### config.mk
export PLATFORM = sky130hd
export DESIGN_NAME = bcd_digit_entry_flat
export DESIGN_NICKNAME = d
export VERILOG_FILES = /design/src/rtl/bcd_pkg.sv /design/src/rtl/bcd_digit_entry_if.sv /design/src/rtl/bcd_shift_reg.sv /design/src/rtl/bcd_digit_entry.sv /design/src/flat_wrapper.sv
export SDC_FILE = /design/constraint.sdc
export NUM_CORES = 1
export LEC_CHECK = 0
export ABC_AREA = 1
export CAP_MARGIN = 15
export CORE_UTILIZATION = 26
export CTS_CLUSTER_DIAMETER = 200
export DETAILED_ROUTE_END_ITERATION = 12
export PLACE_DENSITY = 0.58
export SLEW_MARGIN = 30
export SYNTH_ARGS = -nofsm -noshare
export SYNTH_HDL_FRONTEND = slang
export SYNTH_SLANG_ARGS = --single-unit
### constraint.sdc
create_clock -name clk -period 3.42 [get_ports clk]
set_input_delay 0.513 -clock clk [delete_from_list [all_inputs] [get_ports clk]]
set_output_delay 0.513 -clock clk [all_outputs]
set_load 0.03 [all_outputs]
### src/rtl/bcd_pkg.sv
// rtl/bcd_pkg.sv - shared BCD types, constants and digit check
package bcd_pkg;

    localparam int         BCD_DIGIT_W   = 4;
    localparam logic [3:0] BCD_MAX_DIGIT = 4'd9;

    typedef enum logic {
        ENTRY = 1'b0,
        HOLD  = 1'b1
    } entry_state_t;

    function automatic logic is_bcd_digit(input logic [BCD_DIGIT_W-1:0] d);
        return (d <= BCD_MAX_DIGIT);
    endfunction

endpackage

### src/rtl/bcd_digit_entry_if.sv
// rtl/bcd_digit_entry_if.sv - keypad command and committed-word handshake bundle
interface bcd_digit_entry_if #(
    parameter int NUM_DIGITS = 4,
    parameter int CNT_W      = 3
);
    localparam int BCD_W = 4 * NUM_DIGITS;

    logic             digit_valid;
    logic [3:0]       digit;
    logic             backspace;
    logic             clear;
    logic             enter;
    logic [BCD_W-1:0] entry_bcd;
    logic [CNT_W-1:0] digit_count;
    logic [BCD_W-1:0] bcd_out;
    logic             bcd_valid;
    logic             bcd_ready;
    logic             err_digit;
    logic             overflow;

    // Keypad source / downstream sink side
    modport master (
        output digit_valid, digit, backspace, clear, enter, bcd_ready,
        input  entry_bcd, digit_count, bcd_out, bcd_valid, err_digit, overflow
    );

    // Entry block side
    modport slave (
        input  digit_valid, digit, backspace, clear, enter, bcd_ready,
        output entry_bcd, digit_count, bcd_out, bcd_valid, err_digit, overflow
    );

endinterface

### src/rtl/bcd_shift_reg.sv
// rtl/bcd_shift_reg.sv - right-justified BCD digit shift register with count
module bcd_shift_reg #(
    parameter int NUM_DIGITS = 4,
    parameter int CNT_W      = 3,
    parameter int BCD_W      = 4 * NUM_DIGITS
) (
    input  logic             clk,
    input  logic             rst,
    input  logic             push,
    input  logic [3:0]       push_digit,
    input  logic             pop,
    input  logic             clr,
    output logic [BCD_W-1:0] data,
    output logic [CNT_W-1:0] count,
    output logic             full,
    output logic             empty
);

    localparam logic [CNT_W-1:0] FULL_CNT = CNT_W'(NUM_DIGITS);

    logic [BCD_W-1:0] word_d, word_q;
    logic [CNT_W-1:0] cnt_d, cnt_q;

    assign full  = (cnt_q == FULL_CNT);
    assign empty = (cnt_q == '0);
    assign data  = word_q;
    assign count = cnt_q;

    // Next word/count: clear wins, then pop, then push; push/pop guarded by full/empty
    always_comb begin
        word_d = word_q;
        cnt_d  = cnt_q;
        if (clr) begin
            word_d = '0;
            cnt_d  = '0;
        end else if (pop && !empty) begin
            word_d = {4'h0, word_q[BCD_W-1:4]};
            cnt_d  = cnt_q - 1'b1;
        end else if (push && !full) begin
            word_d = {word_q[BCD_W-5:0], push_digit};
            cnt_d  = cnt_q + 1'b1;
        end
    end

    // Register the entry word and digit count
    always_ff @(posedge clk) begin
        if (rst) begin
            word_q <= '0;
            cnt_q  <= '0;
        end else begin
            word_q <= word_d;
            cnt_q  <= cnt_d;
        end
    end

endmodule

### src/rtl/bcd_digit_entry.sv
// rtl/bcd_digit_entry.sv - decimal digit entry front end with committed-word handshake
module bcd_digit_entry
    import bcd_pkg::*;
#(
    parameter int NUM_DIGITS = 4,
    parameter int CNT_W      = 3
) (
    input logic                clk,
    input logic                rst,
    bcd_digit_entry_if.slave   bus
);

    localparam int BCD_W = 4 * NUM_DIGITS;

    logic             do_enter, do_bksp, do_digit, digit_ok, commit;
    logic             sr_full, sr_empty;
    logic [BCD_W-1:0] sr_data;
    logic [CNT_W-1:0] sr_count;

    entry_state_t     state_d, state_q;
    logic [BCD_W-1:0] bcd_out_d, bcd_out_q;
    logic             bcd_valid_d, bcd_valid_q;
    logic             err_d, err_q;
    logic             ovf_d, ovf_q;

    // One command per cycle: clear > enter > backspace > digit
    always_comb begin
        do_enter = !bus.clear && bus.enter;
        do_bksp  = !bus.clear && !bus.enter && bus.backspace;
        do_digit = !bus.clear && !bus.enter && !bus.backspace && bus.digit_valid;
        digit_ok = is_bcd_digit(bus.digit);
        // A commit is legal with a non-empty entry and either no word pending or the pending one leaving now
        commit   = do_enter && !sr_empty && (state_q == ENTRY || bus.bcd_ready);
    end

    bcd_shift_reg #(
        .NUM_DIGITS (NUM_DIGITS),
        .CNT_W      (CNT_W),
        .BCD_W      (BCD_W)
    ) u_shift_reg (
        .clk        (clk),
        .rst        (rst),
        .push       (do_digit && digit_ok),
        .push_digit (bus.digit),
        .pop        (do_bksp),
        .clr        (bus.clear || commit),
        .data       (sr_data),
        .count      (sr_count),
        .full       (sr_full),
        .empty      (sr_empty)
    );

    // Next-state for the handshake FSM and the sticky/pulse flags
    always_comb begin
        state_d     = state_q;
        bcd_out_d   = bcd_out_q;
        bcd_valid_d = bcd_valid_q;
        err_d       = err_q;
        ovf_d       = 1'b0;

        if (bus.clear)
            err_d = 1'b0;
        else if (do_digit && !digit_ok)
            err_d = 1'b1;

        if (do_digit && digit_ok && sr_full)
            ovf_d = 1'b1;

        case (state_q)
            ENTRY: begin
                if (commit) begin
                    bcd_out_d   = sr_data;
                    bcd_valid_d = 1'b1;
                    state_d     = HOLD;
                end
            end
            HOLD: begin
                if (commit) begin
                    bcd_out_d   = sr_data;
                    bcd_valid_d = 1'b1;
                end else if (bus.bcd_ready) begin
                    bcd_valid_d = 1'b0;
                    state_d     = ENTRY;
                end
            end
            default: begin
                bcd_valid_d = 1'b0;
                state_d     = ENTRY;
            end
        endcase
    end

    // Handshake FSM with registered outputs
    always_ff @(posedge clk) begin
        if (rst) begin
            state_q     <= ENTRY;
            bcd_out_q   <= '0;
            bcd_valid_q <= 1'b0;
            err_q       <= 1'b0;
            ovf_q       <= 1'b0;
        end else begin
            state_q     <= state_d;
            bcd_out_q   <= bcd_out_d;
            bcd_valid_q <= bcd_valid_d;
            err_q       <= err_d;
            ovf_q       <= ovf_d;
        end
    end

    assign bus.entry_bcd   = sr_data;
    assign bus.digit_count = sr_count;
    assign bus.bcd_out     = bcd_out_q;
    assign bus.bcd_valid   = bcd_valid_q;
    assign bus.err_digit   = err_q;
    assign bus.overflow    = ovf_q;

endmodule
### src/flat_wrapper.sv
// flat-port wrapper written by rule: the top's interface ports become plain ports
module bcd_digit_entry_flat import bcd_pkg::*;
#(
    parameter int NUM_DIGITS = 4,
    parameter int CNT_W      = 3
)
  (clk, rst, bus_digit_valid, bus_digit, bus_backspace, bus_clear, bus_enter, bus_bcd_ready, bus_entry_bcd, bus_digit_count, bus_bcd_out, bus_bcd_valid, bus_err_digit, bus_overflow);
  bcd_digit_entry_if #(.NUM_DIGITS(NUM_DIGITS), .CNT_W(CNT_W)) bus_i ();
  input logic clk;
  input logic rst;
  input wire logic [$bits(bus_i.digit_valid)-1:0] bus_digit_valid;
  input wire logic [$bits(bus_i.digit)-1:0] bus_digit;
  input wire logic [$bits(bus_i.backspace)-1:0] bus_backspace;
  input wire logic [$bits(bus_i.clear)-1:0] bus_clear;
  input wire logic [$bits(bus_i.enter)-1:0] bus_enter;
  input wire logic [$bits(bus_i.bcd_ready)-1:0] bus_bcd_ready;
  output wire logic [$bits(bus_i.entry_bcd)-1:0] bus_entry_bcd;
  output wire logic [$bits(bus_i.digit_count)-1:0] bus_digit_count;
  output wire logic [$bits(bus_i.bcd_out)-1:0] bus_bcd_out;
  output wire logic [$bits(bus_i.bcd_valid)-1:0] bus_bcd_valid;
  output wire logic [$bits(bus_i.err_digit)-1:0] bus_err_digit;
  output wire logic [$bits(bus_i.overflow)-1:0] bus_overflow;
  assign bus_i.digit_valid = bus_digit_valid;
  assign bus_i.digit = bus_digit;
  assign bus_i.backspace = bus_backspace;
  assign bus_i.clear = bus_clear;
  assign bus_i.enter = bus_enter;
  assign bus_i.bcd_ready = bus_bcd_ready;
  assign bus_entry_bcd = bus_i.entry_bcd;
  assign bus_digit_count = bus_i.digit_count;
  assign bus_bcd_out = bus_i.bcd_out;
  assign bus_bcd_valid = bus_i.bcd_valid;
  assign bus_err_digit = bus_i.err_digit;
  assign bus_overflow = bus_i.overflow;
  bcd_digit_entry #(.NUM_DIGITS(NUM_DIGITS), .CNT_W(CNT_W)) u_core (.clk(clk), .rst(rst), .bus(bus_i));
endmodule
==> reports/qor.csv, run 1 <==
metric,value,unit
outcome,completed,
Rows,30,
post-CTS sizing,0,
Clk pwr share,0.364,
clk buf depth,2,
xor/xnor share of the synthesized area,0,
Hold Path Class,flop to flop,
CTS Buf Count,5,
CP Launch Type,primary input,
final WL,4330,um
core outline area,6910,um^2
"Slew Viols, Final",0,
CP max FO,34,
Lkg Pwr,0.000895,uW
largest net degree at the start of global routing,35,
largest family of logic cells by synthesized area,simple AND/OR/NAND/NOR gates,
Ports,49,
switch share,0.254,
Tot Pwr,845,uW
sequential-to-total area share from yosys stat,0.415,
DRC,0,
Initial Util,0.273,
Comb power frac,0.090,
Synth Area in Adders,0.00664,
area taken by flip-flops and latches,781,um^2
Die X,87.1,um
Yosys cell types,31,
Area Growth Syn to Fin,31.8,%
WP data required,3.60,ns
Syn Area/Cell,7.75,um^2
Via-to-Cell Ratio,4.23,
Worst Setup SP,bus_enter,
initial antenna violation count,0,
Reg power frac,0.546,
DR vias,1632,
total internal power,630,uW
GPL Wtd Cong,0.764,
worst r2r src,u_core.u_shift_reg.count[1],
Post-DP Area,2400,um^2
Post-Route Setup TNS,0,ns
Pwr Density,341,nW/um^2
Final min period,2.17,ns
Skew-Pair Late Insertion Delay,0.29,ns
Worst Setup End Kind,flop,
post-synthesis compound-gate area fraction,0.188,
PortBufs,48,
endpoints failing hold,0,
clock root cell,clkbuf_8,
post-synthesis simple-gate area fraction,0.271,
WL/cell,11.2,um
endpoints failing setup,0,
Post-CTS Setup Inserts,0,
DR iter-0 viols,80,
Synth warnings,0,
Worst-path clk slew,0.08,ns
Psw,215,uW
final instance area,2480,um^2
H-tree depth,2,
TritonCTS clock tree,done,
VDD IR-drop max,0.130,mV
GRT Total Usage,0.119,
RSZ-0062 raised after global routing,false,
Synth Instances,243,
Hold Buf Count CTS,0,
Fin Clk Skew,0.0133,ns
vias in the first global route,1452,
FILL cells,759,
"Arr. time, crit path",2.35,ns
Antenna Nets Post-Route,0,
HPWL after DPL,3160,um
pre-CTS setup slack,0.923,ns
FMAX,461,MHz
# diodes,0,
relative slew slack,0.702,
mux contribution to synthesized area,0,
Mapped Nets,255,
"Period Utilization, post-route",0.635,
crit path kind,primary input to flop,
Max-cap violations,0,
Multi-input gate area,877,um^2
first drt pass iteration count,4,
chip height,87.1,um
Sink Count,39,
worst slew pin tran,0.447,ns
layout cell share with drive strength beyond 1,0.141,
Mapped Area,1880,um^2
Yosys reg bits,39,
Hold Path Origin,u_core.bus.bcd_out[12],
fin nets,301,
post-route worst setup slack,1.25,ns
total grt overflow,0,
Die ar.,7590,um^2
WHS,0.445,ns
global-route wire length before repair,7010,um
## flip-flops by register name, summed over array words and instances, names as in the netlist
register                  count
u_core.bus.bcd_out           16
u_core.bus.bcd_valid          1
u_core.bus.err_digit          1
u_core.bus.overflow           1
u_core.state_q                1
u_core.u_shift_reg.count      3
u_core.u_shift_reg.data      16
## per-stage QoR
step	cells	util
floorplan	243	-
global placement	378	0.347
detailed placement	378	0.347
CTS	386	0.359
global route	386	0.359
finish	386	0.359
## final cells by class
cell class              count  share of cell area
repair buffers             48               0.194
inverters                  34              0.0555
clock inverters             2             0.00504
well taps                  96              0.0484
clock buffers               6              0.0292
flip-flops and latches     39               0.315
multi-input cells         161               0.354
## cell usage after synthesis, drive strengths merged
master | count | area [um^2]
a21oi | 31 | 189
a31oi | 1 | 6.26
buf | 8 | 83.8
clkbuf | 1 | 3.75
dfxtp | 39 | 781
ha | 1 | 12.5
inv | 34 | 138
nand2 | 74 | 348
nand3 | 5 | 50.0
nand4 | 1 | 6.26
nor2 | 16 | 96.3
nor3 | 2 | 10.0
o21a | 1 | 7.51
o21ai | 28 | 144
o21bai | 1 | 7.51
## worst paths after layout
path / end / slack [ns] / cells past startpoint
max reg2reg: u_core.u_shift_reg.data[14] / 1.57 / 7
min reg2reg: u_core.bus.bcd_out[12] / 0.44 / 2
min: u_core.bus.bcd_out[12] / 0.44 / 2
max: u_core.u_shift_reg.data[14] / 1.25 / 8
## worst max-delay path: stages
cell and delay [ns]:
clkdlybuf4s50_1 0.49, inv_2 0.06, nor2_1 0.19, nand3_4 0.32, nand2_2 0.38, inv_1 0.16
nand2_1 0.16, a21oi_1 0.06
## metal layers
metal	wire, um	part of all wire	GRT usage
met2	1920	0.44	0.180
met5	0	0	0
met1	2130	0.49	0.163
met4	48	0.011	0.0358
met3	230	0.053	0.0351
## power by group through the flow
stage,logic [uW],clock network (uW),registers [uW]
3_5_place_dp,76.9,0,472
6_report,76.0,307,461
3_3_place_gp,76.4,0,472
4_1_cts,77.2,318,461
5_1_grt,83.1,338,462
2_1_floorplan,42.4,0,480
## placed cells by master (no fill, tap or decap), types with 6 or more instances in the layout
master           instances
nand2_2                  6
o21ai_1                  6
a21oi_1                 22
o21ai_0                 21
nand2_1                 63
inv_1                   28
nor2_1                  11
dfxtp_1                 39
a21oi_2                  9
clkdlybuf4s50_1         48
## logic make-up (layout without fill, tap and decap cells)
kind of cell | count (synthesis) | after routing
AOI/OAI and AO/OA | 62 | 62
and+or+nand+nor | 98 | 98
DFF | 39 | 39
buffers and inverters | 43 | 90
adders and majority gates | 1 | 1
Power figures use the tool's default switching activity.
==> inputs of run 2 (changes only) <==
--- a/config.mk
+++ b/config.mk
@@ -10,7 +10,7 @@
 export CORE_UTILIZATION = 26
 export CTS_CLUSTER_DIAMETER = 200
 export DETAILED_ROUTE_END_ITERATION = 12
-export PLACE_DENSITY = 0.58
+export PLACE_DENSITY = 0.6
 export SLEW_MARGIN = 30
 export SYNTH_ARGS = -nofsm -noshare
 export SYNTH_HDL_FRONTEND = slang
==> constraint.sdc (replaced) <==
create_clock -name clk -period 1.9 [get_ports clk]
set_input_delay 0.285 -clock clk [delete_from_list [all_inputs] [get_ports clk]]
set_output_delay 0.285 -clock clk [all_outputs]
set_load 0.03 [all_outputs]
==> run 2 against run 1 <==
Against the previous run: worst hold slack got worse by 0.00052 ns; clock-buffer cell count unchanged; design area increased by 3.4%; die area did not move; sequential cell count stayed put; global-route usage increased by 0.16 points; critical path depth is 7 lower; clock power rose by 130%; sequential share of layout area is 1.0 points lower; via count did not move; register-to-register slack worse by 1.2 ns; first-iteration DRC count decreased by 13%; critical path type is now flop to primary output; critical endpoint is now bus_digit_count[1]; highest routed layer unchanged.
==> reports/qor.csv, run 2 (synthesis gave the netlist of run 1 again) <==
metric,value,unit
Hold Buf Count CTS,0,
Psw,387,uW
HPWL after DPL,3270,um
Reg power frac,0.490,
# diodes,0,
Worst Setup End Kind,primary output,
crit path kind,flop to primary output,
TritonCTS clock tree,done,
WP data required,1.62,ns
VDD IR-drop max,0.298,mV
vias in the first global route,1491,
most frequent cells in the layout,"nand2_1, clkdlybuf4s50_1, dfxtp_1, inv_1, a21oi_1",
CP bufs+invs,1,
core outline area,6910,um^2
Final min period,1.78,ns
Post-Route Setup TNS,0,ns
global-route wire length before repair,7220,um
worst r2r dst,u_core.u_shift_reg.count[2],
GRT Total Usage,0.121,
Ports,49,
"Slew Viols, Final",0,
Util after Layout,0.372,
Fin Clk Skew,0.00532,ns
DR vias,1632,
DRC,0,
CP Launch Type,flop,
Max-cap violations,0,
fin nets,308,
clk buf depth,2,
PortBufs,48,
CTS Buf Count,5,
total internal power,1310,uW
Skew-Pair Late Insertion Delay,0.29,ns
Via-to-Cell Ratio,4.15,
flop2flop setup slack,0.35,ns
FMAX,562,MHz
Die X,87.1,um
worst slew pin tran,0.414,ns
R2R depth,12,
total grt overflow,0,
layout cell share with drive strength beyond 1,0.165,
DR iter-0 viols,70,
post-CTS sizing,0,
largest net degree at the start of global routing,28,
CP peak stage delay,0.73,ns
switch share,0.228,
hold path depth,2,
CP max FO,5,
crit-path cells,clkdlybuf4s50_1,
Hold Path Class,flop to flop,
Hold Path Sink,u_core.bus.bcd_out[15],
GPL Wtd Cong,0.812,
endpoints failing setup,0,
"Arr. time, crit path",1.49,ns
"Period Utilization, post-route",0.936,
kind of cell adding the most delay to the critical path,buffers and inverters,
Pwr Density,661,nW/um^2
chip height,87.1,um
Sink Count,39,
Clk pwr share,0.425,
Comb power frac,0.085,
RSZ-0062 raised after global routing,false,
Area Growth Syn to Fin,36.3,%
worst r2r src,u_core.u_shift_reg.count[2],
"most common cell after layout, fill and taps aside",nand2_1,
Worst-path clk slew,0.08,ns
Post-CTS Setup Inserts,0,
Antenna Nets Post-Route,0,
Rows,30,
final WL,4280,um
CP max stage cell,clkdlybuf4s50_1,
Placed Cells incl. Taps,385,
WL/cell,10.9,um
outcome,completed,
FILL cells,744,
first drt pass iteration count,4,
initial antenna violation count,0,
clock root cell,clkbuf_8,
relative slew slack,0.723,
Initial Util,0.273,
endpoints failing hold,0,
Die ar.,7590,um^2
H-tree depth,2,
Hold Path Origin,u_core.bus.bcd_out[15],
Final Non-Filler Cells,393,
Lkg Pwr,0.000946,uW
[run 2: per-stage QoR]
stage	setup WS (ns)	hold slack (ns)	power, uW	cell area [um^2]
floorplan	0.212	0.354	940	1880
global placement	0.0387	0.434	996	2450
detailed placement	0.00405	0.438	996	2450
CTS	0.116	0.450	1720	2570
global route	0.0692	0.459	1760	2570
finish	0.122	0.444	1700	2570
[run 2: metal layers]
metal	track usage	up-vias	wire, um
li1	-	869	-
met1	0.164	717	2160
met2	0.189	41	1870
met3	0.0341	5	207
met4	0.0313	0	44
met5	0	-	0
[run 2: worst max path at each step]
stage,start,endpoint,depth (start not counted)
after floorplan,u_core.u_shift_reg.count[0],u_core.u_shift_reg.count[2],14
after global placement,bus_backspace,u_core.u_shift_reg.count[2],13
after detailed placement,bus_backspace,u_core.u_shift_reg.count[2],13
after CTS,u_core.u_shift_reg.count[1],bus_digit_count[1],1
after global routing,u_core.u_shift_reg.count[1],bus_digit_count[1],1
final,u_core.u_shift_reg.count[1],bus_digit_count[1],1
[run 2: cell type report]
cell class	count	area (um^2)	area share
multi-input combinational	161	877	0.342
sequential	39	781	0.304
timing repair buffer	55	533	0.208
inverter	34	138	0.0536
tap	96	120	0.0468
clock buffer	6	82.6	0.0322
clock inverter	2	35.0	0.0137
[run 2: worst reg2reg max path: stages (launching register included)]
cell and delay [ns]:
dfxtp_1 0.45, inv_2 0.10, nand2_4 0.13, nand3_1 0.13, nand2_1 0.10, inv_1 0.05, ha_1 0.17, inv_1 0.06
nand2_1 0.05, nand2_1 0.06, nand3_1 0.07, nand2_1 0.06, inv_1 0.03
[run 2: power by group through the flow]
stage / clock network (uW) / logic [uW] / registers [uW]
floorplan: 0 / 76.4 / 863
global placement: 0 / 146 / 850
detailed placement: 0 / 146 / 850
CTS: 739 / 147 / 831
global route: 769 / 159 / 832
finish: 721 / 145 / 830
==> inputs of run 3 (changes only) <==
--- a/config.mk
+++ b/config.mk
@@ -6,11 +6,11 @@
 export NUM_CORES = 1
 export LEC_CHECK = 0
 export ABC_AREA = 1
-export CAP_MARGIN = 15
 export CORE_UTILIZATION = 26
 export CTS_CLUSTER_DIAMETER = 200
 export DETAILED_ROUTE_END_ITERATION = 12
 export PLACE_DENSITY = 0.6
+export REMOVE_ABC_BUFFERS = 1
 export SLEW_MARGIN = 30
 export SYNTH_ARGS = -nofsm -noshare
 export SYNTH_HDL_FRONTEND = slang
==> run 3 against run 2 <==
Against the previous run: via count increased by 0.67%; cell count decreased by 0.76%; clock-buffer cell count unchanged; combinational power about the same; sequential cell count unchanged; worst setup slack improved by 0.021 ns; clock skew increased by 0.0016 ns; first-iteration DRC count decreased by 40%; global-route usage decreased by 0.30 points; highest routed layer unchanged.
==> reports/qor.csv, run 3 (synthesis gave the netlist of run 1 again) <==
metric,value,unit
CP bufs+invs,1,
layout cell share with drive strength beyond 1,0.153,
Initial Util,0.273,
post-CTS sizing,0,
worst slew pin tran,0.414,ns
"Slew Viols, Final",0,
endpoints failing setup,0,
DR vias,1643,
Clk pwr share,0.344,
CP peak stage delay,0.72,ns
total grt overflow,0,
HPWL after DPL,3130,um
crit path kind,flop to primary output,
initial antenna violation count,0,
crit-path cells,clkdlybuf4s50_1,
H-tree depth,2,
Final min period,1.76,ns
Worst-path clk slew,0.07,ns
global-route wire length before repair,7010,um
core outline area,6910,um^2
Worst Setup End Kind,primary output,
Lkg Pwr,0.000924,uW
Sink Count,39,
outcome,completed,
Pwr Density,587,nW/um^2
largest net degree at the start of global routing,34,
WHS,0.444,ns
clock root cell,clkbuf_8,
CP Launch Type,flop,
endpoints failing hold,0,
"Arr. time, crit path",1.47,ns
Comb power frac,0.096,
Hold Buf Count CTS,0,
final WL,4140,um
# diodes,0,
Hold Path Class,flop to flop,
Die X,87.1,um
WP data required,1.62,ns
FMAX,569,MHz
relative slew slack,0.724,
Rows,30,
first drt pass iteration count,4,
"most common cell after layout, fill and taps aside",nand2_1,
DR iter-0 viols,42,
chip height,87.1,um
fin nets,307,
vias in the first global route,1557,
kind of cell adding the most delay to the critical path,buffers and inverters,
GPL Wtd Cong,0.736,
Post-CTS Setup Inserts,0,
most frequent cells in the layout,"nand2_1, clkdlybuf4s50_1, dfxtp_1, inv_1, a21oi_1",
clk buf depth,2,
post-route worst setup slack,0.143,ns
pre-CTS setup slack,0.0180,ns
total internal power,1130,uW
WL/cell,10.6,um
Ports,49,
CP max FO,5,
DRC,0,
RSZ-0062 raised after global routing,false,
Fin Clk Skew,0.00693,ns
"Period Utilization, post-route",0.925,
CTS Buf Count,5,
Area Growth Syn to Fin,34.2,%
TritonCTS clock tree,done,
PortBufs,48,
Post-Route Setup TNS,0,ns
Post-DP Area,2450,um^2
Reg power frac,0.560,
Antenna Nets Post-Route,0,
Tot Pwr,1480,uW
Skew-Pair Late Insertion Delay,0.29,ns
Via-to-Cell Ratio,4.21,
Max-cap violations,0,
VDD IR-drop max,0.254,mV
Psw,355,uW
GRT Total Usage,0.118,
switch share,0.239,
CP max stage cell,clkdlybuf4s50_1,
Die ar.,7590,um^2
final instance area,2530,um^2
run 3: changes by cell type in the layout (fill, tap and decap cells not counted):
| cell | change |
|---|---|
| buf_4 | -2 |
| bufinv_16 | -1 |
| clkbuf_8 | -1 |
| buf_12 | +1 |
| clkbuf_1 | +1 |
| clkinv_2 | -1 |
run 3: power groups by stage:
stage	sequential [uW]	combinational, uW	clock (uW)
floorplan	863	67.6	0
global placement	850	143	0
detailed placement	850	145	0
CTS	831	145	529
global route	831	156	561
finish	831	142	510
run 3: final cells by class:
cell class,count,area [um^2]
clock buffers,6,72.6
fillers,769,4380
inverters,34,138
multi-input cells,161,877
flip-flops and latches,39,781
well taps,96,120
repair buffers,54,538
run 3: path summary, 6_finish.rpt:
path,slack (ns),startpoint,cells after the start,endpoint
setup / recovery,0.14,u_core.u_shift_reg.count[1],1,bus_digit_count[1]
hold / removal,0.44,u_core.bus.bcd_out[13],2,u_core.bus.bcd_out[13]
hold reg to reg,0.44,u_core.bus.bcd_out[13],2,u_core.bus.bcd_out[13]
setup reg to reg,0.39,u_core.u_shift_reg.count[2],12,u_core.u_shift_reg.count[2]
run 3: per-stage QoR:
stage          std cells   util
6_report             390  0.366
5_1_grt              390  0.366
4_1_cts              390  0.366
3_5_place_dp         384  0.355
3_3_place_gp         384  0.355
2_1_floorplan        234      -
run 3: routing by layer:
layer  share of wire  vias up  wire length, um  track usage
met1            0.49      737             2030        0.144
li1                -      870                -            -
met5               0        -                0            0
met4           0.013        0               53       0.0343
met3           0.036        6              149       0.0341
met2            0.46       30             1910        0.200
